## config.mk

```make
export PLATFORM = sky130hd
export DESIGN_NAME = inram_iter_ctrl
export DESIGN_NICKNAME = d
export VERILOG_FILES = /design/src/rtl/inram_iter_ctrl.sv
export SDC_FILE = /design/constraint.sdc
export NUM_CORES = 1
export LEC_CHECK = 0
export CAP_MARGIN = 20
export CORE_MARGIN = 2
export CORE_UTILIZATION = 46
export DETAILED_ROUTE_END_ITERATION = 8
export PLACE_DENSITY = 0.77
export SLEW_MARGIN = 20
export SYNTH_ARGS = -nofsm -noshare
export SYNTH_HDL_FRONTEND = slang
export SYNTH_SLANG_ARGS = --single-unit
```

## constraint.sdc

```tcl
create_clock -name clk -period 1.9 [get_ports clk]
set_input_delay 0.38 -clock clk [delete_from_list [all_inputs] [get_ports clk]]
set_output_delay 0.38 -clock clk [all_outputs]
set_load 0.05 [all_outputs]
```

## src/rtl/inram_iter_ctrl.sv

```systemverilog
// rtl/inram_iter_ctrl.sv - frame RAM fill / multi-pass read sequencer
//
// Purpose: accepts one frame of DEPTH symbols into the frame RAM, then
// replays the whole frame 1..4 times to a downstream decoder. Each pass
// starts only when the decoder reports rd_rdy. Once started, a pass always
// runs to the end. The frame can end early on abort.
//
// Ports:
//   clk, rst        clock; asynchronous active-high reset
//   cfg_iter[1:0]   read passes minus 1, latched at the first write of a frame
//   di_vld          input symbol present; accepted when in_rdy=1
//   in_rdy          block accepts input symbols (IDLE/FILL only)
//   ram_wea         frame RAM write enable
//   ram_addra       frame RAM write address
//   rd_rdy          decoder can take a full pass (sampled in WAIT only)
//   abort           early-termination request (ignored in IDLE/FILL)
//   ram_rd_en       frame RAM read strobe
//   ram_addrb       frame RAM read address
//   pass_idx[1:0]   current read pass index
//   pass_start      pulse with the first read of each pass
//   frame_done      pulse when the frame is finished
//   busy            high in every state except IDLE
//   ovf_err         pulse when di_vld arrives while in_rdy=0
module inram_iter_ctrl #(
  parameter int DEPTH = 32,
  parameter int AW    = 5
) (
  input  logic          clk,
  input  logic          rst,
  input  logic [1:0]    cfg_iter,
  input  logic          di_vld,
  output logic          in_rdy,
  output logic          ram_wea,
  output logic [AW-1:0] ram_addra,
  input  logic          rd_rdy,
  input  logic          abort,
  output logic          ram_rd_en,
  output logic [AW-1:0] ram_addrb,
  output logic [1:0]    pass_idx,
  output logic          pass_start,
  output logic          frame_done,
  output logic          busy,
  output logic          ovf_err
);

  typedef enum logic [2:0] {S_IDLE, S_FILL, S_WAIT, S_READ, S_DONE} state_t;

  localparam logic [AW-1:0] LAST = AW'(DEPTH - 1);

  state_t        state;
  logic [AW-1:0] wcnt;      // address of the next accepted symbol
  logic [1:0]    npass;     // last pass index of the current frame
  logic          abort_l;   // abort seen during READ, honoured at pass end
  logic          accept;

  assign accept = di_vld & in_rdy;

  always_ff @(posedge clk or posedge rst) begin
    if (rst) begin
      state      <= S_IDLE;
      wcnt       <= '0;
      npass      <= '0;
      abort_l    <= 1'b0;
      in_rdy     <= 1'b1;
      ram_wea    <= 1'b0;
      ram_addra  <= '0;
      ram_rd_en  <= 1'b0;
      ram_addrb  <= '0;
      pass_idx   <= '0;
      pass_start <= 1'b0;
      frame_done <= 1'b0;
      busy       <= 1'b0;
      ovf_err    <= 1'b0;
    end else begin
      ram_wea    <= 1'b0;
      pass_start <= 1'b0;
      frame_done <= 1'b0;
      ovf_err    <= di_vld & ~in_rdy;

      case (state)
        S_IDLE, S_FILL: begin
          if (accept) begin
            ram_wea   <= 1'b1;
            ram_addra <= wcnt;
            busy      <= 1'b1;
            if (state == S_IDLE) npass <= cfg_iter;
            // wcnt parks on the last address instead of wrapping
            if (wcnt == LAST) begin
              in_rdy <= 1'b0;
              state  <= S_WAIT;
            end else begin
              wcnt  <= wcnt + 1'b1;
              state <= S_FILL;
            end
          end
        end

        S_WAIT: begin
          if (abort) begin
            abort_l    <= 1'b1;
            frame_done <= 1'b1;
            state      <= S_DONE;
          end else if (rd_rdy) begin
            ram_rd_en  <= 1'b1;
            ram_addrb  <= '0;
            pass_start <= 1'b1;
            state      <= S_READ;
          end
        end

        S_READ: begin
          if (abort) abort_l <= 1'b1;
          // ram_addrb doubles as the read counter for the running pass
          if (ram_addrb == LAST) begin
            ram_rd_en <= 1'b0;
            if (pass_idx == npass || abort_l || abort) begin
              frame_done <= 1'b1;
              state      <= S_DONE;
            end else begin
              pass_idx <= pass_idx + 1'b1;
              state    <= S_WAIT;
            end
          end else begin
            ram_addrb <= ram_addrb + 1'b1;
          end
        end

        S_DONE: begin
          pass_idx <= '0;
          abort_l  <= 1'b0;
          wcnt     <= '0;
          in_rdy   <= 1'b1;
          busy     <= 1'b0;
          state    <= S_IDLE;
        end

        default: state <= S_IDLE;
      endcase
    end
  end

endmodule

```

; Word-level counts from Yosys, hierarchy flattened
; Cells that the tools add are included.
[word_totals]
romBits = 0
inputBits = 7
n_memories = 0
ff_bits = 30
ramBits = 0
latchBits = 0
output_inout_bits = 19
[classes]
mul = 0
n_reduce_logical = 19
muxes = 37
div = 0
addsub = 3
order_cmp = 0
n_eq_ne = 17
n_bitwise = 3
shift = 0
[op_table]
columns = op, n
row1 = $mux 5, 5
row2 = $pmux 5 s2, 2
row3 = $ne 2x2->1 const B, 8
row4 = $mux 1, 15
row5 = $mux 3, 5
row6 = $reduce_and 3->1, 5
row7 = $add 5x1->5 const B, 2
row8 = $eq 5x5->1 const B, 2
row9 = $pmux 1 s2, 5
row10 = $pmux 3 s3, 1
row11 = $reduce_and 4->1, 2
row12 = $reduce_bool 2->1, 4
row13 = $eq 3x2->1 const B, 2
row14 = $mux 2, 3
row15 = $reduce_and 2->1, 3
row16 = $pmux 2 s2, 1
row17 = $reduce_or 2->1, 2
row18 = $eq 3x1->1 const B, 1
row19 = $eq 3x3->1 const B, 1
row20 = $logic_not 3->1, 1
row21 = $ne 3x3->1 const B, 1
row22 = $add 2x1->2 const B, 1
row23 = $and 1x1->1, 2
row24 = $eq 2x2->1, 1
row25 = other kinds (3), 4

; Logic depth before layout (Yosys ltp)
; Gate-level depths: netlist of run 1.
[logic_depth]
ltp_word = 6
mapped_depth = 7
depth_no_buf = 7

; Worst setup path after synthesis of run 1
; OpenSTA, ideal clock, no wires.
[synth_path]
path_kind = reg2reg
start = reg ram_addrb[0]
end = reg ram_addrb[0]
stages_incl_launch_ff = 7
arrival_ns = 2.005
period_less_slack_ns = 2.130
n_path_buf = 0
setup_ns = 0.125
required_time_ns = 1.775
path_slack_ns = -0.230
cell_sequence = dfrtp_1 ha_1 and3_1 ha_1 and4bb_2 a31oi_1 mux2_2
[synth_via]
elab_chain_cells = 3
elab_cells_between_ends = 6
cone_classes = add/sub (1) / eq/ne (2) / mux (2) / reduce/logical (1)
[synth_lines]
columns = element, line_no
row1 = start: declaration, 38  ; output logic [AW-1:0] ram_addrb,
row2 = start signal: assignment, 124  ; ram_addrb <= ram_addrb + 1'b1;
row3 = $add 5x1->5 / $eq 5x5->1 (equally long branches), "124, 114"
row4 = $mux 5 / $ne 2x2->1 (equally long branches), n/a
row5 = $pmux 5 s2 / $reduce_and 4->1 (equally long branches), n/a
; Several ways; a longest one is shown, not always the timed one. The select of a mux whose other input is x is not followed.
; A chain may end at the register's enable or synchronous reset.

; Worst setup path in the final report of run 1
[layout_path]
start = reg frame_done
end = out frame_done
[layout_lines]
columns = element, line_no
row1 = start: declaration, 41  ; output logic frame_done,
row2 = start signal: assignment, 71  ; frame_done <= 1'b0;
row3 = start signal: assignment, 77  ; frame_done <= 1'b0;
row4 = start signal: assignment, 101  ; frame_done <= 1'b1;
; No word-level cell between the ends.

==> report_table.html, run 1 <==
<table>
<tr><th>Metric</th><th>Value</th></tr>
<tr><th colspan="2">Outcome</th></tr>
<tr><td>Run status</td><td>completed</td></tr>
<tr><th colspan="2">Clock network</th></tr>
<tr><td>H-tree depth</td><td>2</td></tr>
<tr><td>Number of buffers created by CTS</td><td>5</td></tr>
<tr><td>Max clock buf depth</td><td>2</td></tr>
<tr><td>Clock net sink count</td><td>30</td></tr>
<tr><td>Clock-pin slew reported for the worst setup and hold paths after clock tree synthesis</td><td>0.09 ns</td></tr>
<tr><td>Clock tree from TritonCTS</td><td>yes</td></tr>
<tr><td>Library cell used as clock root buffer</td><td>sky130_fd_sc_hd__clkbuf_4</td></tr>
<tr><td>Clock Latency Late Sink</td><td>0.34 ns</td></tr>
<tr><td>Buffers inserted by post-CTS timing repair</td><td>0</td></tr>
<tr><th colspan="2">Critical path</th></tr>
<tr><td>Crit Path Category</td><td>reg -&gt; out</td></tr>
<tr><td>Cell family with the largest share of critical-path delay</td><td>buffers and inverters</td></tr>
<tr><td>Worst-path cell chain</td><td>clkdlybuf4s50_1</td></tr>
<tr><td>Length in cells of the worst reg-to-reg path</td><td>6</td></tr>
<tr><td>Worst path required time</td><td>1.52 ns</td></tr>
<tr><td>Origin of the critical flop-to-flop path</td><td>ram_addrb[0]$_DFFE_PP0P_</td></tr>
<tr><td>Levels on crit path</td><td>1</td></tr>
<tr><td>Critical path startpoint category</td><td>register</td></tr>
<tr><td>Critical Path Slowest Stage Cell</td><td>sky130_fd_sc_hd__clkdlybuf4s50_1</td></tr>
<tr><td>CP Max Fanout</td><td>1</td></tr>
<tr><td>Crit path from</td><td>frame_done$_DFF_PP0_</td></tr>
<tr><td>CP endpoint kind</td><td>primary output</td></tr>
<tr><td>Critical path's largest stage delay</td><td>0.79 ns</td></tr>
<tr><td>Data arrival, critical path</td><td>roughly 1.5 ns</td></tr>
<tr><td>Crit path buffers/inverters</td><td>1</td></tr>
<tr><th colspan="2">Floorplanning</th></tr>
<tr><td>Total number of placement rows</td><td>20</td></tr>
<tr><td>IO Pins</td><td>26</td></tr>
<tr><td>Die Footprint</td><td>0.00362 mm^2</td></tr>
<tr><td>Starting density of the core</td><td>between 40% and 50%</td></tr>
<tr><td>Y dimension of the die</td><td>60.2 um</td></tr>
<tr><td>Die width</td><td>60.2 um</td></tr>
<tr><td>Area of the core region</td><td>0.00303 mm^2</td></tr>
<tr><th colspan="2">Power and ir drop</th></tr>
<tr><td>Design internal power</td><td>1.49 mW</td></tr>
<tr><td>Leakage power figure</td><td>about 0.85 nW</td></tr>
<tr><td>PD cells</td><td>1410 mW/mm^2</td></tr>
<tr><td>Switching power share of the total</td><td>42.7%</td></tr>
<tr><td>Combinational power share</td><td>44.5%</td></tr>
<tr><td>Switching pwr</td><td>approximately 1.1 mW</td></tr>
<tr><td>Relative contribution of sequential cells to total power</td><td>between 40 and 50%</td></tr>
<tr><td>Fraction of power consumed by the clock network</td><td>between 10% and 20%</td></tr>
<tr><td>Max rail drop VDD</td><td>0.000616 V</td></tr>
<tr><th colspan="2">Global routing</th></tr>
<tr><td>Wire length of the first global-routing pass</td><td>4.66 mm</td></tr>
<tr><td>Antenna violations before repair</td><td>0</td></tr>
<tr><td>Global router's overall resource usage</td><td>18.2%</td></tr>
<tr><td>Leftover overflow at the end of global routing</td><td>0</td></tr>
<tr><td>Via count of the first global-routing pass</td><td>just over 1000</td></tr>
<tr><td>Largest net degree at the start of global routing</td><td>31</td></tr>
<tr><th colspan="2">Place</th></tr>
<tr><td>Area after detailed placement</td><td>0.00176 mm^2</td></tr>
<tr><td>PortBufs</td><td>25</td></tr>
<tr><td>Final Wtd Congestion</td><td>0.879</td></tr>
<tr><td>DP Wirelength</td><td>2.09 mm</td></tr>
<tr><th colspan="2">Cells and area</th></tr>
<tr><td>Net count, final</td><td>170</td></tr>
<tr><td>Filler cell count in the final layout</td><td>272</td></tr>
<tr><td>Share of final-layout standard cells stronger than drive strength 1</td><td>25.6%</td></tr>
<tr><td>Diodes inserted</td><td>0</td></tr>
<tr><td>Finished layout cell area</td><td>0.00184 mm^2</td></tr>
<tr><td>Area of combinational cells with multiple inputs</td><td>roughly 670 um^2</td></tr>
<tr><td>Area growth, synth to finish</td><td>26.6%</td></tr>
<tr><td>Register Area</td><td>754 um^2</td></tr>
<tr><th colspan="2">Synth</th></tr>
<tr><td>Cell accounting for the most synthesized area</td><td>sky130_fd_sc_hd__dfrtp_1</td></tr>
<tr><td>Most common cell in the synthesized netlist</td><td>sky130_fd_sc_hd__dfrtp_1</td></tr>
<tr><td>Number of library cell types mapped by synthesis</td><td>41</td></tr>
<tr><td>Ranking of synthesized cells by area</td><td>sky130_fd_sc_hd__dfrtp_1 50%, sky130_fd_sc_hd__mux2_2 5.4%, sky130_fd_sc_hd__nand2_1 4.1%</td></tr>
<tr><td>Post-Syn Nets</td><td>~140</td></tr>
<tr><td>Post-synth top flop</td><td>sky130_fd_sc_hd__dfrtp_1</td></tr>
<tr><td>Synthesized netlist cell count</td><td>128</td></tr>
<tr><td>Yosys warning count</td><td>0</td></tr>
<tr><td>Sequential share of the synthesized area</td><td>51.8%</td></tr>
<tr><td>Share of async-settable or async-resettable flops after synthesis</td><td>100%</td></tr>
<tr><td>Top cells by instance count after synthesis</td><td>29 x sky130_fd_sc_hd__dfrtp_1, 16 x sky130_fd_sc_hd__nand2_1, 9 x sky130_fd_sc_hd__o21ai_0</td></tr>
<tr><td>Count of flip-flops with a built-in enable after synthesis</td><td>0</td></tr>
<tr><td>Area fraction of the dominant cell type after synthesis</td><td>50.0%</td></tr>
<tr><td>Cell area after synthesis</td><td>0.00145 mm^2</td></tr>
<tr><td>Syn Area/Cell</td><td>between 10 and 15 um^2</td></tr>
<tr><td>Number of flip-flops and latches in the synthesized netlist</td><td>30</td></tr>
<tr><th colspan="2">Timing</th></tr>
<tr><td>Shortest period the worst path allows</td><td>about 1.8 ns</td></tr>
<tr><td>Slew at the pin closest to its max-slew limit</td><td>0.529 ns</td></tr>
<tr><td>Setup repair after global routing missed its margin</td><td>no</td></tr>
<tr><td>Final count of pins violating max slew</td><td>0</td></tr>
<tr><td>Hold Fails Final Rpt</td><td>0</td></tr>
<tr><td>Relative slew slack</td><td>64.7%</td></tr>
<tr><td>Skew final</td><td>0.00862 ns</td></tr>
<tr><td>Post-route clock period utilization</td><td>97.0%</td></tr>
<tr><td>Final TNS setup</td><td>0 ns</td></tr>
<tr><td>Setup violators final</td><td>0</td></tr>
<tr><td>Highest achievable clock rate</td><td>between 500 and 600 MHz</td></tr>
<tr><th colspan="2">Min path</th></tr>
<tr><td>Worst hold path type</td><td>in -&gt; async</td></tr>
<tr><th colspan="2">Route</th></tr>
<tr><td>Average detailed-routed wire length per instance</td><td>14.3 um</td></tr>
<tr><td>Length of the first detailed-routing pass in iterations</td><td>5</td></tr>
<tr><td>DR vias</td><td>1065</td></tr>
<tr><td>Antenna Nets Post-Route</td><td>0</td></tr>
<tr><td>Routed vias/inst</td><td>5.22</td></tr>
<tr><td>Total wirelength of the detailed-routed design</td><td>2.91 mm</td></tr>
<tr><td>Number of DRC markers in iteration 0</td><td>21</td></tr>
<tr><td>Drc violations</td><td>0</td></tr>
<tr><th colspan="2">Flow run</th></tr>
<tr><td>Max cap viols</td><td>0</td></tr>
</table>
[worst paths after layout]
| kind | slack, ns | end |
|---|---|---|
| min reg2reg | 0.49 | busy$_DFFE_PP0P_ |
| min | 0.40 | pass_start$_DFF_PP0_ |
| max reg2reg | 0.11 | ram_addrb[0]$_DFFE_PP0P_ |
| min in group clk | 0.49 | busy$_DFFE_PP0P_ |
| max | 0.06 | frame_done |
| max in group asynchronous | 1.18 | in_rdy$_DFFE_PP1P_ |
[kinds of logic after synthesis]
logic type      after synthesis  share of synthesized area, %
buf+inv                      10                          4.39
compound gates               25                          11.7
fa+ha+maj                     4                          3.45
simple gates                 46                          19.6
flops                        30                          51.8
xor+xnor                      5                          3.02
mux                           8                          6.12
[metal layers]
metal	track usage, %	part of all wire, %
met3	7.14	5.3
met1	21.7	44
met2	29.0	49
met5	0	0
met4	7.62	1.8
[placed cells by master, fill, tap and decap left out, types with 3 or more instances in the layout]
cell type                         netlist  routed
sky130_fd_sc_hd__xor2_1                 3       3
sky130_fd_sc_hd__o211ai_1               3       3
sky130_fd_sc_hd__mux2_2                 7       7
sky130_fd_sc_hd__inv_1                  6       6
sky130_fd_sc_hd__nand2_1               16      16
sky130_fd_sc_hd__dfrtp_1               29      27
sky130_fd_sc_hd__buf_4                  1      11
sky130_fd_sc_hd__dlymetal6s2s_1         0       7
sky130_fd_sc_hd__clkdlybuf4s50_1        0       9
sky130_fd_sc_hd__and2_1                 3       3
sky130_fd_sc_hd__o21ai_0                9       9
sky130_fd_sc_hd__clkbuf_4               0       5
sky130_fd_sc_hd__nand3_2                3       3
[cell type report]
| type | count | area share, % |
|---|---|---|
| sequential | 30 | 41.0 |
| multi-input combinational | 88 | 36.3 |
| clock buffer | 7 | 2.99 |
| tap | 44 | 2.99 |
| clock inverter | 1 | 0.272 |
| timing repair buffer | 28 | 15.2 |
| inverter | 6 | 1.22 |
[tightest hold or removal path, stage by stage]
cell,delay [ns]
sky130_fd_sc_hd__clkdlybuf4s50_1,0.39
sky130_fd_sc_hd__inv_1,0.05
sky130_fd_sc_hd__buf_4,0.34
[per-stage QoR]
stage	util (%)	instances	hold slack [ns]	power [mW]	worst slack, ns
6_report	60.7	204	0.402	2.60	0.0568
5_1_grt	60.7	204	0.461	2.76	0.00353
4_1_cts	60.0	204	0.405	2.63	0.0126
3_5_place_dp	58.1	196	0.468	2.22	0.0379
3_3_place_gp	58.1	196	0.477	2.18	0.111
2_1_floorplan	-	128	0.470	1.89	0.0219
[what timing repair did]
item | CTS | global route
hold buffers | 0 | 0
resized for setup | 0 | 8
endpoints found under the setup margin | 0 | 8
[power groups by stage]
stage,clock network [mW],logic (mW),registers [mW]
final,0.399,1.16,1.05
after global routing,0.441,1.24,1.08
after CTS,0.410,1.17,1.05
after detailed placement,0,1.16,1.06
after global placement,0,1.14,1.04
after floorplan,0,0.490,1.40
[flip-flops by register name, summed over array words and instances (netlist names)]
name / flops
pass_start: 1
abort_l: 1
ram_wea: 1
pass_idx: 2
ram_addrb: 5
in_rdy: 1
state: 3
ram_rd_en: 1
ovf_err: 1
ram_addra: 5
frame_done: 1
wcnt: 5
npass: 2
busy: 1
No activity file was read; power rests on OpenSTA's default activity.
==> run 2: changes to the inputs <==
- RECOVER_POWER: default -> 50
- SKIP_LAST_GASP: default -> 1
==> run 2 against run 1 <==
Effect of this change:
- utilization down 0.54 points
- combinational power about the same
- via count shrank 0.19%
- worst setup slack better by 0.0059 ns
==> report_table.html, run 2 (synthesized netlist as in run 1, its figures left out) <==
<table>
<tr><th>Metric</th><th>Value</th></tr>
<tr><th colspan="2">Global routing</th></tr>
<tr><td>Largest net degree at the start of global routing</td><td>31 (unchanged)</td></tr>
<tr><td>Antenna violations before repair</td><td>0 (unchanged)</td></tr>
<tr><td>Global router's overall resource usage</td><td>18.2% (unchanged)</td></tr>
<tr><td>Wire length of the first global-routing pass</td><td>4.66 mm (unchanged)</td></tr>
<tr><td>Leftover overflow at the end of global routing</td><td>0 (unchanged)</td></tr>
<tr><td>Via count of the first global-routing pass</td><td>1037 (unchanged)</td></tr>
<tr><th colspan="2">Route</th></tr>
<tr><td>Routed vias/inst</td><td>5.21 (was 5.22)</td></tr>
<tr><td>Average detailed-routed wire length per instance</td><td>14.1 um (was 14.3 um)</td></tr>
<tr><td>Total wirelength of the detailed-routed design</td><td>2.87 mm (was 2.91 mm)</td></tr>
<tr><td>Length of the first detailed-routing pass in iterations</td><td>4 (was 5)</td></tr>
<tr><td>DR vias</td><td>1063 (was 1065)</td></tr>
<tr><td>Antenna Nets Post-Route</td><td>0 (unchanged)</td></tr>
<tr><td>Number of DRC markers in iteration 0</td><td>19 (was 21)</td></tr>
<tr><td>Drc violations</td><td>0 (unchanged)</td></tr>
<tr><th colspan="2">Critical path</th></tr>
<tr><td>Origin of the critical flop-to-flop path</td><td>ram_addrb[0]$_DFFE_PP0P_ (unchanged)</td></tr>
<tr><td>Worst path required time</td><td>1.52 ns (about the same)</td></tr>
<tr><td>Crit Reg-Reg Endpoint</td><td>ram_addrb[0]$_DFFE_PP0P_ (unchanged)</td></tr>
<tr><td>Crit path from</td><td>frame_done$_DFF_PP0_ (unchanged)</td></tr>
<tr><td>Worst-path cell chain</td><td>clkdlybuf4s50_1 (unchanged)</td></tr>
<tr><td>Levels on crit path</td><td>1 (unchanged)</td></tr>
<tr><td>Cell family with the largest share of critical-path delay</td><td>buffers and inverters (unchanged)</td></tr>
<tr><td>Critical path's largest stage delay</td><td>0.79 ns (about the same)</td></tr>
<tr><td>Worst Setup EP</td><td>frame_done (unchanged)</td></tr>
<tr><td>Crit path buffers/inverters</td><td>1 (unchanged)</td></tr>
<tr><td>Data arrival, critical path</td><td>1.46 ns (about the same)</td></tr>
<tr><td>Reg-to-reg slack, setup</td><td>0.11 ns (about the same)</td></tr>
<tr><td>CP endpoint kind</td><td>primary output (unchanged)</td></tr>
<tr><td>Critical path startpoint category</td><td>register (unchanged)</td></tr>
<tr><td>Crit Path Category</td><td>reg -&gt; out (unchanged)</td></tr>
<tr><td>Length in cells of the worst reg-to-reg path</td><td>6 (unchanged)</td></tr>
<tr><td>CP Max Fanout</td><td>1 (unchanged)</td></tr>
<tr><td>Critical Path Slowest Stage Cell</td><td>sky130_fd_sc_hd__clkdlybuf4s50_1 (unchanged)</td></tr>
<tr><th colspan="2">Outcome</th></tr>
<tr><td>Run status</td><td>completed (unchanged)</td></tr>
<tr><th colspan="2">Place</th></tr>
<tr><td>Area after detailed placement</td><td>0.00176 mm^2 (unchanged)</td></tr>
<tr><td>Final Wtd Congestion</td><td>0.879 (unchanged)</td></tr>
<tr><td>DP Wirelength</td><td>2.09 mm (unchanged)</td></tr>
<tr><td>PortBufs</td><td>25 (unchanged)</td></tr>
<tr><th colspan="2">Floorplanning</th></tr>
<tr><td>Total number of placement rows</td><td>20 (unchanged)</td></tr>
<tr><td>Y dimension of the die</td><td>60.2 um (unchanged)</td></tr>
<tr><td>Die width</td><td>60.2 um (unchanged)</td></tr>
<tr><td>Starting density of the core</td><td>48.0% (unchanged)</td></tr>
<tr><td>Die Footprint</td><td>0.00362 mm^2 (unchanged)</td></tr>
<tr><td>IO Pins</td><td>26 (unchanged)</td></tr>
<tr><td>Area of the core region</td><td>0.00303 mm^2 (unchanged)</td></tr>
<tr><th colspan="2">Timing</th></tr>
<tr><td>Setup violators final</td><td>0 (unchanged)</td></tr>
<tr><td>Final TNS setup</td><td>0 ns (unchanged)</td></tr>
<tr><td>Final count of pins violating max slew</td><td>0 (unchanged)</td></tr>
<tr><td>Hold Fails Final Rpt</td><td>0 (unchanged)</td></tr>
<tr><td>Post-route clock period utilization</td><td>96.7% (was 97.0%)</td></tr>
<tr><td>Highest achievable clock rate</td><td>544 MHz (was 543 MHz)</td></tr>
<tr><td>Relative slew slack</td><td>50.5% (was 64.7%)</td></tr>
<tr><td>Setup repair after global routing missed its margin</td><td>no (unchanged)</td></tr>
<tr><td>Skew final</td><td>0.00856 ns (was 0.00862 ns)</td></tr>
<tr><td>Slew at the pin closest to its max-slew limit</td><td>0.743 ns (was 0.529 ns)</td></tr>
<tr><td>Shortest period the worst path allows</td><td>1.84 ns (about the same)</td></tr>
<tr><th colspan="2">Cells and area</th></tr>
<tr><td>Area growth, synth to finish</td><td>25.5% (was 26.6%)</td></tr>
<tr><td>Finished layout cell area</td><td>0.00182 mm^2 (was 0.00184 mm^2)</td></tr>
<tr><td>Biggest registers after layout</td><td>ram_addra: 5 flops, ram_addrb: 5 flops, wcnt: 5 flops (unchanged)</td></tr>
<tr><td>Most common cell after layout, fill and taps aside</td><td>sky130_fd_sc_hd__dfrtp_1 (unchanged)</td></tr>
<tr><td>Most used cells in the layout excluding fill and tap cells</td><td>27 x sky130_fd_sc_hd__dfrtp_1, 16 x sky130_fd_sc_hd__nand2_1, 9 x sky130_fd_sc_hd__o21ai_0 (was 27 x sky130_fd_sc_hd__dfrtp_1, 16 x sky130_fd_sc_hd__nand2_1, 11 x sky130_fd_sc_hd__buf_4)</td></tr>
<tr><td>Net count, final</td><td>170 (unchanged)</td></tr>
<tr><td>Share of final-layout standard cells stronger than drive strength 1</td><td>22.5% (was 25.6%)</td></tr>
<tr><td>Diodes inserted</td><td>0 (unchanged)</td></tr>
<tr><th colspan="2">Clock network</th></tr>
<tr><td>Clock-pin slew reported for the worst setup and hold paths after clock tree synthesis</td><td>0.09 ns (about the same)</td></tr>
<tr><td>Clock tree from TritonCTS</td><td>yes (unchanged)</td></tr>
<tr><td>Library cell used as clock root buffer</td><td>sky130_fd_sc_hd__clkbuf_4 (unchanged)</td></tr>
<tr><td>Clock net sink count</td><td>30 (unchanged)</td></tr>
<tr><td>H-tree depth</td><td>2 (unchanged)</td></tr>
<tr><td>Clock Latency Late Sink</td><td>0.33 ns (was 0.34 ns)</td></tr>
<tr><td>Buffers inserted by post-CTS timing repair</td><td>0 (unchanged)</td></tr>
<tr><td>Post-cts sizing count</td><td>0 (unchanged)</td></tr>
<tr><td>Number of buffers created by CTS</td><td>5 (unchanged)</td></tr>
<tr><td>Max clock buf depth</td><td>2 (unchanged)</td></tr>
<tr><td>Total of hold buffers inserted after clock tree synthesis</td><td>0 (unchanged)</td></tr>
<tr><th colspan="2">Power and ir drop</th></tr>
<tr><td>Switching power share of the total</td><td>42.9% (was 42.7%)</td></tr>
<tr><td>Leakage power figure</td><td>0.843 nW (was 0.852 nW)</td></tr>
<tr><td>Combinational power share</td><td>44.2% (was 44.5%)</td></tr>
<tr><td>Fraction of power consumed by the clock network</td><td>15.4% (was 15.3%)</td></tr>
<tr><td>PD cells</td><td>1410 mW/mm^2 (about the same)</td></tr>
<tr><td>Design internal power</td><td>1.47 mW (was 1.49 mW)</td></tr>
<tr><td>Switching pwr</td><td>1.10 mW (was 1.11 mW)</td></tr>
<tr><td>Max rail drop VDD</td><td>0.000588 V (was 0.000616 V)</td></tr>
<tr><td>Relative contribution of sequential cells to total power</td><td>40.4% (was 40.2%)</td></tr>
<tr><th colspan="2">Min path</th></tr>
<tr><td>Worst hold path type</td><td>reg -&gt; reg (was in -&gt; async)</td></tr>
<tr><td>Hold Path Origin</td><td>ram_rd_en$_DFFE_PP0P_</td></tr>
<tr><th colspan="2">Flow run</th></tr>
<tr><td>Max cap viols</td><td>0 (unchanged)</td></tr>
</table>
## run 2: worst min path at each step
stage / slack (ns) / to / cells past startpoint
CTS: 0.41 / pass_start$_DFF_PP0_ / 3
floorplan: 0.47 / abort_l$_DFFE_PP0P_ / 1
global placement: 0.48 / in_rdy$_DFFE_PP1P_ / 2
detailed placement: 0.47 / ram_rd_en$_DFFE_PP0P_ / 2
finish: 0.48 / ram_rd_en$_DFFE_PP0P_ / 2
global route: 0.52 / in_rdy$_DFFE_PP1P_ / 2
## run 2: metal layers
layer / vias to the layer above / track usage [%] / routed length [um]
li1: 517 / - / -
met1: 517 / 21.7 / 1280
met2: 23 / 29.0 / 1400
met3: 6 / 7.14 / 145
met4: 0 / 7.62 / 51
met5: - / 0 / 0
## run 2: worst register-to-register path, cell delays in order (launching register included)
cell	delay, ns
sky130_fd_sc_hd__dfrtp_2	0.44
sky130_fd_sc_hd__ha_2	0.19
sky130_fd_sc_hd__and3_4	0.18
sky130_fd_sc_hd__ha_4	0.16
sky130_fd_sc_hd__and4bb_4	0.34
sky130_fd_sc_hd__a31oi_2	0.08
sky130_fd_sc_hd__mux2_2	0.30
## run 2: cell type report
cell class / instances / area, um^2
clock buffers: 7 / 55.1
clock inverters: 1 / 5.00
fillers: 279 / 1200
inverters: 6 / 22.5
multi-input cells: 88 / 664
flip-flops and latches: 30 / 754
well taps: 44 / 55.1
repair buffers: 28 / 267
## run 2: power by group through the flow
stage	sequential, mW	combinational [mW]	clock (mW)
6_report	1.04	1.13	0.396
5_1_grt	1.08	1.22	0.441
3_5_place_dp	1.06	1.16	0
4_1_cts	1.05	1.17	0.410
2_1_floorplan	1.40	0.490	0
3_3_place_gp	1.04	1.14	0
## run 2: metrics by stage
step	utilization, %	hold WS [ns]	power (mW)	setup slack, ns	instances
6_report	60.2	0.484	2.57	0.0627	204
5_1_grt	60.2	0.519	2.74	0.00353	204
3_3_place_gp	58.1	0.477	2.18	0.111	196
2_1_floorplan	-	0.470	1.89	0.0219	128
3_5_place_dp	58.1	0.468	2.22	0.0379	196
4_1_cts	60.0	0.405	2.63	0.0126	204
==> run 3: changes to the inputs <==
- clock period: 1.9 -> 1.6 ns (I/O delays scaled with it)
==> run 3 against run 2 <==
Effect of this change:
- the run now ends with setup timing left
- clock skew fell by 0.0033 ns
- design area up 15%
- sequential share of layout area down 5.2 points
- routed wire length grew 9.0%
- global-route usage is 2.4 points higher
- critical endpoint is now ram_addrb[0]$_DFFE_PP0P_
- highest routed layer unchanged
==> report_table.html, run 3 (synthesized netlist as in run 1, its figures left out) <==
<table>
<tr><th>Metric</th><th>Value</th></tr>
<tr><th colspan="2">Cells and area</th></tr>
<tr><td>Most common cell after layout, fill and taps aside</td><td>sky130_fd_sc_hd__buf_4 (was sky130_fd_sc_hd__dfrtp_1)</td></tr>
<tr><td>Biggest registers after layout</td><td>ram_addra: 5 flops, ram_addrb: 5 flops, wcnt: 5 flops (unchanged)</td></tr>
<tr><td>Share of the core filled with cells in the final layout</td><td>69.2% (was 60.2%)</td></tr>
<tr><td>Area growth, synth to finish</td><td>44.2% (was 25.5%)</td></tr>
<tr><td>Diodes inserted</td><td>0 (unchanged)</td></tr>
<tr><td>Net count, final</td><td>191 (was 170)</td></tr>
<tr><td>Most used cells in the layout excluding fill and tap cells</td><td>33 x sky130_fd_sc_hd__buf_4, 25 x sky130_fd_sc_hd__dfrtp_1, 16 x sky130_fd_sc_hd__nand2_1 (was 27 x sky130_fd_sc_hd__dfrtp_1, 16 x sky130_fd_sc_hd__nand2_1, 9 x sky130_fd_sc_hd__o21ai_0)</td></tr>
<tr><td>Final std cells w/o fill</td><td>225 (was 204)</td></tr>
<tr><td>Share of final-layout standard cells stronger than drive strength 1</td><td>40.9% (was 22.5%)</td></tr>
<tr><th colspan="2">Timing</th></tr>
<tr><td>Final count of pins violating max slew</td><td>0 (unchanged)</td></tr>
<tr><td>Skew final</td><td>0.00526 ns (was 0.00856 ns)</td></tr>
<tr><td>Post-Route Hold Slack</td><td>0.491 ns (was 0.484 ns)</td></tr>
<tr><td>Highest achievable clock rate</td><td>597 MHz</td></tr>
<tr><td>Post-route clock period utilization</td><td>105%</td></tr>
<tr><td>Hold Fails Final Rpt</td><td>0 (unchanged)</td></tr>
<tr><td>Setup violators final</td><td>6 (was 0)</td></tr>
<tr><td>Final TNS setup</td><td>-0.201 ns (was 0 ns)</td></tr>
<tr><td>Setup repair after global routing missed its margin</td><td>yes (was no)</td></tr>
<tr><td>Final worst-path setup slack</td><td>-0.0748 ns (was 0.0627 ns)</td></tr>
<tr><td>Relative slew slack</td><td>50.4% (was 50.5%)</td></tr>
<tr><td>Slew at the pin closest to its max-slew limit</td><td>0.744 ns (was 0.743 ns)</td></tr>
<tr><td>Shortest period the worst path allows</td><td>about 1.7 ns</td></tr>
<tr><th colspan="2">Global routing</th></tr>
<tr><td>Antenna violations before repair</td><td>0 (unchanged)</td></tr>
<tr><td>Global router's overall resource usage</td><td>20.6% (was 18.2%)</td></tr>
<tr><td>Largest net degree at the start of global routing</td><td>31 (unchanged)</td></tr>
<tr><td>Leftover overflow at the end of global routing</td><td>0 (unchanged)</td></tr>
<tr><td>Via count of the first global-routing pass</td><td>1212 (was 1037)</td></tr>
<tr><td>Wire length of the first global-routing pass</td><td>5.45 mm (was 4.66 mm)</td></tr>
<tr><th colspan="2">Clock network</th></tr>
<tr><td>Library cell used as clock root buffer</td><td>sky130_fd_sc_hd__clkbuf_4 (unchanged)</td></tr>
<tr><td>Clock-pin slew reported for the worst setup and hold paths after clock tree synthesis</td><td>0.09 ns (about the same)</td></tr>
<tr><td>Clock Latency Late Sink</td><td>0.32 ns (was 0.33 ns)</td></tr>
<tr><td>Clock net sink count</td><td>30 (unchanged)</td></tr>
<tr><td>Buffers inserted by post-CTS timing repair</td><td>0 (unchanged)</td></tr>
<tr><td>Max clock buf depth</td><td>2 (unchanged)</td></tr>
<tr><td>Number of buffers created by CTS</td><td>5 (unchanged)</td></tr>
<tr><td>Clock tree from TritonCTS</td><td>yes (unchanged)</td></tr>
<tr><td>H-tree depth</td><td>2 (unchanged)</td></tr>
<tr><th colspan="2">Critical path</th></tr>
<tr><td>Cell mode on critical path</td><td>sky130_fd_sc_hd__ha_4</td></tr>
<tr><td>CP Max Fanout</td><td>4 (was 1)</td></tr>
<tr><td>Cell family with the largest share of critical-path delay</td><td>simple AND/OR/NAND/NOR gates (was buffers and inverters)</td></tr>
<tr><td>Critical path's largest stage delay</td><td>0.43 ns (was 0.79 ns)</td></tr>
<tr><td>Origin of the critical flop-to-flop path</td><td>ram_addrb[1]$_DFFE_PP0P_ (was ram_addrb[0]$_DFFE_PP0P_)</td></tr>
<tr><td>Worst path required time</td><td>1.81 ns (was 1.52 ns)</td></tr>
<tr><td>Data arrival, critical path</td><td>1.89 ns (was 1.46 ns)</td></tr>
<tr><td>CP endpoint kind</td><td>register (was primary output)</td></tr>
<tr><td>Critical path startpoint category</td><td>register (unchanged)</td></tr>
<tr><td>Crit Reg-Reg Endpoint</td><td>ram_addrb[0]$_DFFE_PP0P_ (unchanged)</td></tr>
<tr><td>Reg-to-reg slack, setup</td><td>-0.07 ns (was 0.11 ns)</td></tr>
<tr><td>Worst-path cell chain</td><td>ha_4 -&gt; and3_4 -&gt; ha_4 -&gt; and4bb_4 -&gt; a31oi_4 -&gt; mux2_4 (was clkdlybuf4s50_1)</td></tr>
<tr><td>Crit path buffers/inverters</td><td>0 (was 1)</td></tr>
<tr><td>Worst Setup EP</td><td>ram_addrb[0]$_DFFE_PP0P_ (was frame_done)</td></tr>
<tr><td>Crit path from</td><td>ram_addrb[1]$_DFFE_PP0P_ (was frame_done$_DFF_PP0_)</td></tr>
<tr><td>Crit Path Category</td><td>reg -&gt; reg (was reg -&gt; out)</td></tr>
<tr><td>Critical Path Slowest Stage Cell</td><td>sky130_fd_sc_hd__dfrtp_2 (was sky130_fd_sc_hd__clkdlybuf4s50_1)</td></tr>
<tr><td>Length in cells of the worst reg-to-reg path</td><td>6 (unchanged)</td></tr>
<tr><td>Levels on crit path</td><td>6 (was 1)</td></tr>
<tr><th colspan="2">Power and ir drop</th></tr>
<tr><td>Max rail drop VDD</td><td>0.00129 V (was 0.000588 V)</td></tr>
<tr><td>Total Power</td><td>3.63 mW (was 2.57 mW)</td></tr>
<tr><td>PD cells</td><td>1730 mW/mm^2 (was 1410 mW/mm^2)</td></tr>
<tr><td>Leakage power figure</td><td>0.942 nW (was 0.843 nW)</td></tr>
<tr><th colspan="2">Floorplanning</th></tr>
<tr><td>Die width</td><td>60.2 um (unchanged)</td></tr>
<tr><td>IO Pins</td><td>26 (unchanged)</td></tr>
<tr><td>Area of the core region</td><td>0.00303 mm^2 (unchanged)</td></tr>
<tr><td>Y dimension of the die</td><td>60.2 um (unchanged)</td></tr>
<tr><td>Die Footprint</td><td>0.00362 mm^2 (unchanged)</td></tr>
<tr><td>Starting density of the core</td><td>48.0% (unchanged)</td></tr>
<tr><td>Total number of placement rows</td><td>20 (unchanged)</td></tr>
<tr><th colspan="2">Route</th></tr>
<tr><td>Average detailed-routed wire length per instance</td><td>13.9 um (was 14.1 um)</td></tr>
<tr><td>Total wirelength of the detailed-routed design</td><td>3.13 mm (was 2.87 mm)</td></tr>
<tr><td>DR vias</td><td>1137 (was 1063)</td></tr>
<tr><td>Antenna Nets Post-Route</td><td>0 (unchanged)</td></tr>
<tr><td>Number of DRC markers in iteration 0</td><td>41 (was 19)</td></tr>
<tr><td>Length of the first detailed-routing pass in iterations</td><td>3 (was 4)</td></tr>
<tr><td>Routed vias/inst</td><td>5.05 (was 5.21)</td></tr>
<tr><td>Drc violations</td><td>0 (unchanged)</td></tr>
<tr><th colspan="2">Outcome</th></tr>
<tr><td>Violations in the final reports</td><td>setup timing</td></tr>
<tr><td>Run status</td><td>finished, violations left (was completed)</td></tr>
<tr><th colspan="2">Flow run</th></tr>
<tr><td>Max cap viols</td><td>0 (unchanged)</td></tr>
<tr><th colspan="2">Place</th></tr>
<tr><td>Number of cells after detailed placement</td><td>217 (was 196)</td></tr>
<tr><td>PortBufs</td><td>25 (unchanged)</td></tr>
<tr><td>DP Wirelength</td><td>2.40 mm (was 2.09 mm)</td></tr>
<tr><td>Final Wtd Congestion</td><td>0.838 (was 0.879)</td></tr>
<tr><th colspan="2">Min path</th></tr>
<tr><td>Worst hold path type</td><td>reg -&gt; reg (unchanged)</td></tr>
</table>
-- run 3: what timing repair did --
action	CTS	global route
cloned	0	0
pin swaps	5	3
gates resized for setup	5	1
hold endpoints to repair	0	0
setup endpoints to repair	10	9
hold buffers	0	0
-- run 3: area by class of cell --
type | count | area, um^2
clock inverter | 1 | 30.0
timing repair buffer | 49 | 477
fill | 232 | 933
clock buffer | 7 | 55.1
inverter | 6 | 22.5
tap | 44 | 55.1
sequential | 30 | 757
multi-input combinational | 88 | 698
-- run 3: worst min-delay path: cells and delay by family (launching register included) --
kind | cells | cell delay (ns)
flops | 1 | 0.36
simple gates | 2 | 0.10
-- run 3: report_power, final --
group          total, mW  internal (mW)  switching (mW)  leakage (nW)
clock network      0.632          0.373           0.259        0.0455
registers           1.22           1.01           0.209         0.353
logic               1.78          0.831           0.945         0.544
total               3.63           2.21            1.41         0.942
-- run 3: through the flow --
step | setup slack [ns] | cell area, um^2
after floorplan | -0.261 | 1500
after global placement | -0.0949 | 2010
after detailed placement | -0.146 | 2010
after CTS | -0.116 | 2110
after global routing | -0.118 | 2090
final | -0.0748 | 2090
-- run 3: how the worst min path moves through the flow --
stage	start	end	slack (ns)	cells after the start
6_report	ram_rd_en$_DFFE_PP0P_	ram_rd_en$_DFFE_PP0P_	0.49	2
5_1_grt	ram_rd_en$_DFFE_PP0P_	ram_rd_en$_DFFE_PP0P_	0.53	2
3_5_place_dp	ram_rd_en$_DFFE_PP0P_	ram_rd_en$_DFFE_PP0P_	0.47	2
4_1_cts	rst	wcnt[0]$_DFFE_PP0P_	0.33	3
3_3_place_gp	ram_rd_en$_DFFE_PP0P_	ram_rd_en$_DFFE_PP0P_	0.47	2
2_1_floorplan	rst	abort_l$_DFFE_PP0P_	0.41	1
-- run 3: layer usage --
metal  part of all wire, %  up-vias  global-route usage [%]
met1                    42      549                    23.9
met3                   4.0        7                    5.41
met2                    53       22                    35.4
met5                     0        -                       0
met4                   1.6        0                    9.21
li1                      -      559                       -
